## config.mk

```make
export PLATFORM = sky130hd
export DESIGN_NAME = bus_switch
export DESIGN_NICKNAME = d
export VERILOG_FILES = /design/src/rtl/bus_switch.sv
export SDC_FILE = /design/constraint.sdc
export NUM_CORES = 1
export LEC_CHECK = 0
export CAP_MARGIN = 20
export CORE_ASPECT_RATIO = 0.6
export CORE_UTILIZATION = 34
export DETAILED_ROUTE_END_ITERATION = 6
export MAX_ROUTING_LAYER = met4
export PLACE_DENSITY_LB_ADDON = 0.25
export SYNTH_ARGS = -nofsm -noshare
export SYNTH_HDL_FRONTEND = slang
export SYNTH_SLANG_ARGS = --single-unit
```

## constraint.sdc

```tcl
create_clock -name clk -period 2.1 [get_ports clk]
set_clock_uncertainty 0.15 [all_clocks]
set_input_delay 0.525 -clock clk [delete_from_list [all_inputs] [get_ports clk]]
set_output_delay 0.525 -clock clk [all_outputs]
set_load 0.01 [all_outputs]
```

## src/rtl/bus_switch.sv

```systemverilog
// Single-master, NSLV-slave RISC5 bus switch: base/mask decode, registered IDLE/ACCESS/RESP FSM.
// Optional error log (err_irq/err_addr) is built only when BUS_SWITCH_ERRLOG_EN is defined.
module bus_switch #(
  parameter int unsigned          NSLV    = 4,
  parameter logic [NSLV*22-1:0]   BASE    = {NSLV{22'h0}},
  parameter logic [NSLV*22-1:0]   MASK    = {NSLV{22'h0}},
  parameter int unsigned          TIMEOUT = 255
) (
  input  logic               clk,
  input  logic               rst_n,
  input  logic               m_stb,
  input  logic               m_we,
  input  logic [21:0]        m_addr,
  input  logic [31:0]        m_dout,
  output logic [31:0]        m_din,
  output logic               m_ack,
  output logic               m_err,
  output logic [NSLV-1:0]    s_stb,
  output logic               s_we,
  output logic [21:0]        s_addr,
  output logic [31:0]        s_data,
  input  logic [NSLV*32-1:0] s_din,
  input  logic [NSLV-1:0]    s_ack,
  input  logic               err_clr,
  output logic               err_irq,
  output logic [21:0]        err_addr
);

  localparam int unsigned SelW = (NSLV > 1) ? $clog2(NSLV) : 1;
  localparam int unsigned CntW = (TIMEOUT > 0) ? $clog2(TIMEOUT + 1) : 1;
  localparam logic [CntW-1:0] TimeoutM1 = CntW'((TIMEOUT == 0) ? 0 : TIMEOUT - 1);

  localparam logic [1:0] StIdle   = 2'd0;
  localparam logic [1:0] StAccess = 2'd1;
  localparam logic [1:0] StResp   = 2'd2;

  logic [1:0]      state_q, state_d;
  logic [NSLV-1:0] s_stb_q, s_stb_d;
  logic            s_we_q, s_we_d;
  logic [21:0]     s_addr_q, s_addr_d;
  logic [31:0]     s_data_q, s_data_d;
  logic [31:0]     m_din_q, m_din_d;
  logic            m_ack_q, m_ack_d;
  logic            m_err_q, m_err_d;
  logic [CntW-1:0] cnt_q, cnt_d;
  logic [SelW-1:0] sel_q, sel_d;
  logic            hit;
  logic [SelW-1:0] hit_idx;
  logic            ack_sel;
  logic [31:0]     rd_sel;
  logic            err_set;

  // Walk from the top so the lowest matching index is the one left standing.
  always_comb begin
    hit     = 1'b0;
    hit_idx = '0;
    for (int i = int'(NSLV) - 1; i >= 0; i--) begin
      if ((m_addr & MASK[i*22 +: 22]) == BASE[i*22 +: 22]) begin
        hit     = 1'b1;
        hit_idx = SelW'(i);
      end
    end
  end

  always_comb begin
    ack_sel = 1'b0;
    rd_sel  = '0;
    for (int i = 0; i < int'(NSLV); i++) begin
      if (sel_q == SelW'(i)) begin
        ack_sel = s_ack[i];
        rd_sel  = s_din[i*32 +: 32];
      end
    end
  end

  always_comb begin
    state_d  = state_q;
    s_stb_d  = s_stb_q;
    s_we_d   = s_we_q;
    s_addr_d = s_addr_q;
    s_data_d = s_data_q;
    m_din_d  = m_din_q;
    m_ack_d  = 1'b0;
    m_err_d  = m_err_q;
    cnt_d    = cnt_q;
    sel_d    = sel_q;
    err_set  = 1'b0;
    case (state_q)
      StIdle: begin
        if (m_stb) begin
          s_we_d   = m_we;
          s_addr_d = m_addr;
          s_data_d = m_dout;
          if (hit) begin
            s_stb_d          = '0;
            s_stb_d[hit_idx] = 1'b1;
            sel_d            = hit_idx;
            cnt_d            = '0;
            state_d          = StAccess;
          end else begin
            m_err_d = 1'b1;
            m_din_d = '0;
            m_ack_d = 1'b1;
            err_set = 1'b1;
            state_d = StResp;
          end
        end
      end
      StAccess: begin
        if (ack_sel) begin
          m_din_d = s_we_q ? 32'h0 : rd_sel;
          m_err_d = 1'b0;
          s_stb_d = '0;
          m_ack_d = 1'b1;
          state_d = StResp;
        end else if ((TIMEOUT != 0) && (cnt_q == TimeoutM1)) begin
          s_stb_d = '0;
          m_err_d = 1'b1;
          m_din_d = '0;
          m_ack_d = 1'b1;
          err_set = 1'b1;
          state_d = StResp;
        end else if (cnt_q != '1) begin
          cnt_d = cnt_q + 1'b1;
        end
      end
      StResp:  state_d = StIdle;
      default: state_d = StIdle;
    endcase
  end

  always_ff @(posedge clk or negedge rst_n) begin
    if (!rst_n) begin
      state_q  <= StIdle;
      s_stb_q  <= '0;
      s_we_q   <= 1'b0;
      s_addr_q <= '0;
      s_data_q <= '0;
      m_din_q  <= '0;
      m_ack_q  <= 1'b0;
      m_err_q  <= 1'b0;
      cnt_q    <= '0;
      sel_q    <= '0;
    end else begin
      state_q  <= state_d;
      s_stb_q  <= s_stb_d;
      s_we_q   <= s_we_d;
      s_addr_q <= s_addr_d;
      s_data_q <= s_data_d;
      m_din_q  <= m_din_d;
      m_ack_q  <= m_ack_d;
      m_err_q  <= m_err_d;
      cnt_q    <= cnt_d;
      sel_q    <= sel_d;
    end
  end

  assign s_stb  = s_stb_q;
  assign s_we   = s_we_q;
  assign s_addr = s_addr_q;
  assign s_data = s_data_q;
  assign m_din  = m_din_q;
  assign m_ack  = m_ack_q;
  assign m_err  = m_err_q;

`ifdef BUS_SWITCH_ERRLOG_EN
  logic        err_irq_q;
  logic [21:0] err_addr_q;

  // A new error outranks a simultaneous clear.
  always_ff @(posedge clk or negedge rst_n) begin
    if (!rst_n) begin
      err_irq_q  <= 1'b0;
      err_addr_q <= '0;
    end else if (err_set) begin
      err_irq_q  <= 1'b1;
      err_addr_q <= s_addr_d;
    end else if (err_clr) begin
      err_irq_q  <= 1'b0;
      err_addr_q <= '0;
    end
  end

  assign err_irq  = err_irq_q;
  assign err_addr = err_addr_q;
`else
  logic unused_errlog;
  assign unused_errlog = ^{err_clr, err_set};
  assign err_irq  = 1'b0;
  assign err_addr = '0;
`endif

endmodule

```

# Word-level counts from Yosys, hierarchy flattened
# Index checks and enable logic that the tools add are counted.
[op_classes]
n_addsub = 1
n_eq_ne = 8
muxes = 21
n_reduce_logical = 8
[ops]
columns = ["cell", "count"]
rows = [
  ["32-bit two-way mux", 3],
  ["8-bit two-way mux", 4],
  ["8-bit case mux with 2 select lines", 1],
  ["4-bit two-way mux", 3],
  ["8-bit by 1-bit adder with 8-bit output, second input constant", 1],
  ["8-bit equality test, second input constant", 1],
  ["2-bit inequality test, second input constant", 4],
  ["8-bit inequality test, second input constant", 1],
  ["4-bit case mux with 2 select lines", 1],
  ["2-bit two-way mux", 3],
  ["2-bit AND reduction", 3],
  ["1-bit two-way mux", 5],
  ["5-bit AND reduction", 1],
  ["2-bit case mux with 2 select lines", 1],
  ["2-bit nonzero test", 2],
  ["3-bit inequality test, second input constant", 1],
  ["3-bit AND reduction", 1],
  ["2-bit by 1-bit equality test with 1-bit output, second input constant", 1],
  ["2-bit logical NOT", 1],
]
[word_totals]
ff_bits = 103
output_inout_bits = 116

# Depth between registers and ports, before layout
[depth]
word_depth = 5
depth_mapped = 7

# Least setup slack after synthesis
# Ideal clock, no wire load.
[synth_timing]
path_kind = "input to register"
startpoint = "input port m_stb"
endpoint = "register s_data_q[10], in the netlist s_data[10]"
t_arrival_ns = 1.537
t_required_ns = 1.822
path_slack_ns = 0.285
cell_stages = 4
path_buffers = 2
path_cell_list = "nor3b_2 -> buf_2 -> buf_4 -> mux2_1"
[synth_between]
elab_chain_cells = 1
[synth_rtl]
columns = ["item", "line_no", "rtl"]
rows = [
  ["from (decl)", "11", "input logic m_stb,"],
  ["2-bit AND reduction (no line)", "-", ""],
  ["to (signal assigned)", "149", "s_data_q <= s_data_d;"],
  ["to (decl)", "41", "logic [31:0] s_data_q, s_data_d;"],
]
# No other way between the ends.
# A chain may end at the register's enable or synchronous reset.

# Worst setup path after layout
[layout_timing]
startpoint = "register m_din_q[20], in the netlist m_din[20]"
endpoint = "output port m_din[20]"
[layout_rtl]
columns = ["item", "line_no", "rtl"]
rows = [
  ["from (decl)", "42", "logic [31:0] m_din_q, m_din_d;"],
  ["from (signal assigned)", "150", "m_din_q <= m_din_d;"],
  ["to (decl)", "15", "output logic [31:0] m_din,"],
]
# No word-level cell between the ends.

==> reports/metrics.yaml <==
place:
  placement_stage_cell_area_mm2: 0.00611
  port-buffer-count: 180
  gp_routability_congestion: 0.713
  place_hpwl_mm: 7.54
synthesis:
  async_flop_share_pct: 100
  netlist_area_mm2: 0.00409
  synth_enable_flop_cells: 0
  ys_ff_latch: 100
  synth_top_cell_area_share_pct: 61.3
  ys_types: 36
  synth.area.top_cells: "dfrtp_1 61%, mux2_2 13%, a22o_1 6.9%"
  post-synth-top-area-cell: "dfrtp_1"
  syn-instance-count: 285
  synthesis.yosys.warnings: 0
  synthesis.area_per_instance_um2: 14.3
  yosysSeqAreaShare_pct: 61.3
  yosys_most_used_dff: "dfrtp_1"
power:
  power.total_mw: 8.45
  irDropWorstVdd_v: 0.000622
  cellLeakagePower_nw: 2.77
  total_power_per_unit_cell_area_mw_per_mm2: 1320
drt:
  route.antenna.remaining_nets: 0
  met2_wirelength_mm: 4.28
  drt_iter0_drc: 71
  dr.max_layer_used: "met4"
  detail_route.wirelength_mm: 9.89
  detail_route.wirelength.met1_mm: 4.35
  met3RoutedLength_mm: 1.20
  dr.pass1.iters: 4
  detail_route.wl_per_cell_um: 15.3
  detail_route.vias_per_cell: 4.46
  post-route-drc-count: 0
  vias: 2874
timing:
  holdWs_ns: 0.337
  timing.fmax_mhz: 515
  tns_ns: 0
  setup_violations: 0
  maxSlewViolCount: 0
  period_needed_ns: 1.94
  post-route-period-util_pct: 92.5
  final_hold_viol_count: 0
  rsz0062_at_grt: "no"
setup_path:
  worst_r2r_endpoint: "m_din[9]$_DFFE_PN0P_"
  crit_buf_inv: 1
  critPathCaptureType: "primary output"
  ff2ff_setup_slack_ns: 0.28
  worst-r2r-cell-count: 7
  worstPathArrival_ns: 1.27
  worstSetupPathType: "reg2out"
  critPathSlowestCell: "clkdlybuf4s50_1"
  critical_path_cell_sequence: "clkdlybuf4s50_1"
  critical_path_required_ns: 1.42
  path_delay_family: "buffers and inverters"
  worst_r2r_startpoint: "cnt_q[0]$_DFFE_PN0P_"
  critical-path-max-stage-delay_ns: 0.58
  timing.critical_path.from_type: "flip-flop"
  path_max_fanout: 2
global_routing:
  grt_antenna_before_repair: 0
  globalRouteTotalUtil_pct: 16.8
  first_global_vias: 2914
  grt_max_degree: 45
  grt_pass1_wl_mm: 15.2
  grt_remaining_overflow: 0
floorplanning:
  floorplan.initialDensity_pct: 35.6
  fp.coreArea_mm2: 0.0115
  floorplan.die.height_um: 86.9
  dieWidth_um: 144
  rows: 30
  die_area_mm2: 0.0125
  top_level_ports: 307
cells_and_area:
  nets: 673
  num_antenna_cells: 0
  layout_commonest_cell: "clkdlybuf4s50_1"
  post-route-cell-area_mm2: 0.00642
  layout-drive-gt1-share_pct: 18.1
  area_growth_pct: 57.2
  layout_common_cells: "179 x clkdlybuf4s50_1, 100 x dfrtp_1, 48 x mux2_2"
  postLayoutCoreUtil_pct: 55.9
run:
  number_of_max_cap_violations: 0
clock_network:
  cts.reportedPaths.clkPinSlew_ns: 0.07
  number_of_buffers_added_by_the_clock_tree_synthesis_step: 9
  cts_tree: "built"
  numClockSinks: 100
  clockRootBuffer: "clkbuf_16"
  insertion_delay_ns: 0.33
  ctsLongestPathBuffers: 2
  ctsHtreeMaxLevel: 3
worst_hold_path:
  min_path_type: "reg2reg"
  holdPathStages: 1
  hold_path.startpoint: "s_data[9]$_DFFE_PN0P_"
  worstHoldEndpoint: "s_data[9]$_DFFE_PN0P_"
run_status:
  outcome: "completed"
## logic make-up after synthesis
family	count (synthesis)	share of synthesized area (%)
AOI/OAI and AO/OA	55	11.0
xor gates and xnor gates	1	0.214
adders and majority gates	2	0.612
buffers and inverters	45	7.44
DFF	100	61.3
muxes	56	15.4
other	1	0.0918
and+or+nand+nor	25	4.01
## cells in the mapped netlist (2+ instances only)
| library cell | instances |
|---|---|
| nand2_1 | 7 |
| o21bai_1 | 2 |
| o31ai_1 | 2 |
| mux2_2 | 48 |
| a21oi_1 | 4 |
| buf_4 | 27 |
| o21ai_0 | 5 |
| inv_1 | 6 |
| dfrtp_1 | 100 |
| nor3b_2 | 2 |
| mux2_1 | 7 |
| buf_2 | 9 |
| o21ai_1 | 2 |
| a22o_1 | 32 |
| and3_1 | 2 |
| a21o_1 | 3 |
| ha_1 | 2 |
| nor2_1 | 5 |
| buf_6 | 3 |
## worst max-delay path by stage
stage / to / startpoint / cells after the start / slack, ns
2_1_floorplan: s_data[10]$_DFFE_PN0P_ / m_stb / 4 / 0.29
3_5_place_dp: s_addr[16]$_DFFE_PN0P_ / m_stb / 5 / -0.11
5_1_grt: m_din[20] / m_din[20]$_DFFE_PN0P_ / 1 / 0.1
6_report: m_din[20] / m_din[20]$_DFFE_PN0P_ / 1 / 0.16
4_1_cts: s_we / s_we$_DFFE_PN0P_ / 1 / 0.13
3_3_place_gp: s_addr[0]$_DFFE_PN0P_ / m_stb / 5 / -0.09
## layer usage
| layer | GRT usage, % | up-vias |
|---|---|---|
| li1 | - | 1357 |
| met1 | 20.9 | 1367 |
| met2 | 24.9 | 144 |
| met3 | 7.64 | 6 |
| met4 | 3.77 | 0 |
| met5 | - | - |
## flip-flops by register name, summed over array words and instances, names as in the netlist, 2 cells and up
signal / flops
cnt_q: 8
m_din: 32
s_addr: 22
s_data: 32
state_q: 2
## power breakdown
| group | switching [mW] | internal (mW) | leakage [nW] |
|---|---|---|---|
| logic | 1.30 | 2.25 | 1.39 |
| registers | 0.498 | 2.76 | 1.23 |
| clock network | 0.695 | 0.961 | 0.146 |
| total | 2.49 | 5.96 | 2.77 |
## cell type report
cell class	instances	area, um2
clock buffers	11	243
clock inverters	5	60.1
fillers	979	5060
inverters	6	22.5
multi-input cells	165	1380
flip-flops and latches	100	2500
well taps	160	200
repair buffers	198	2010
## stage by stage
stage | cells | setup slack [ns]
finish | 645 | 0.158
global route | 645 | 0.0967
CTS | 645 | 0.128
detailed placement | 628 | -0.106
global placement | 628 | -0.0863
floorplan | 310 | 0.285
## what timing repair did
action / CTS / global route
endpoints found under the hold margin: 25 / 0
resized for setup: 0 / 0
hold buffers: 1 / 0
setup buffers: 0 / 0
No activity file was read; power rests on OpenSTA's default activity.
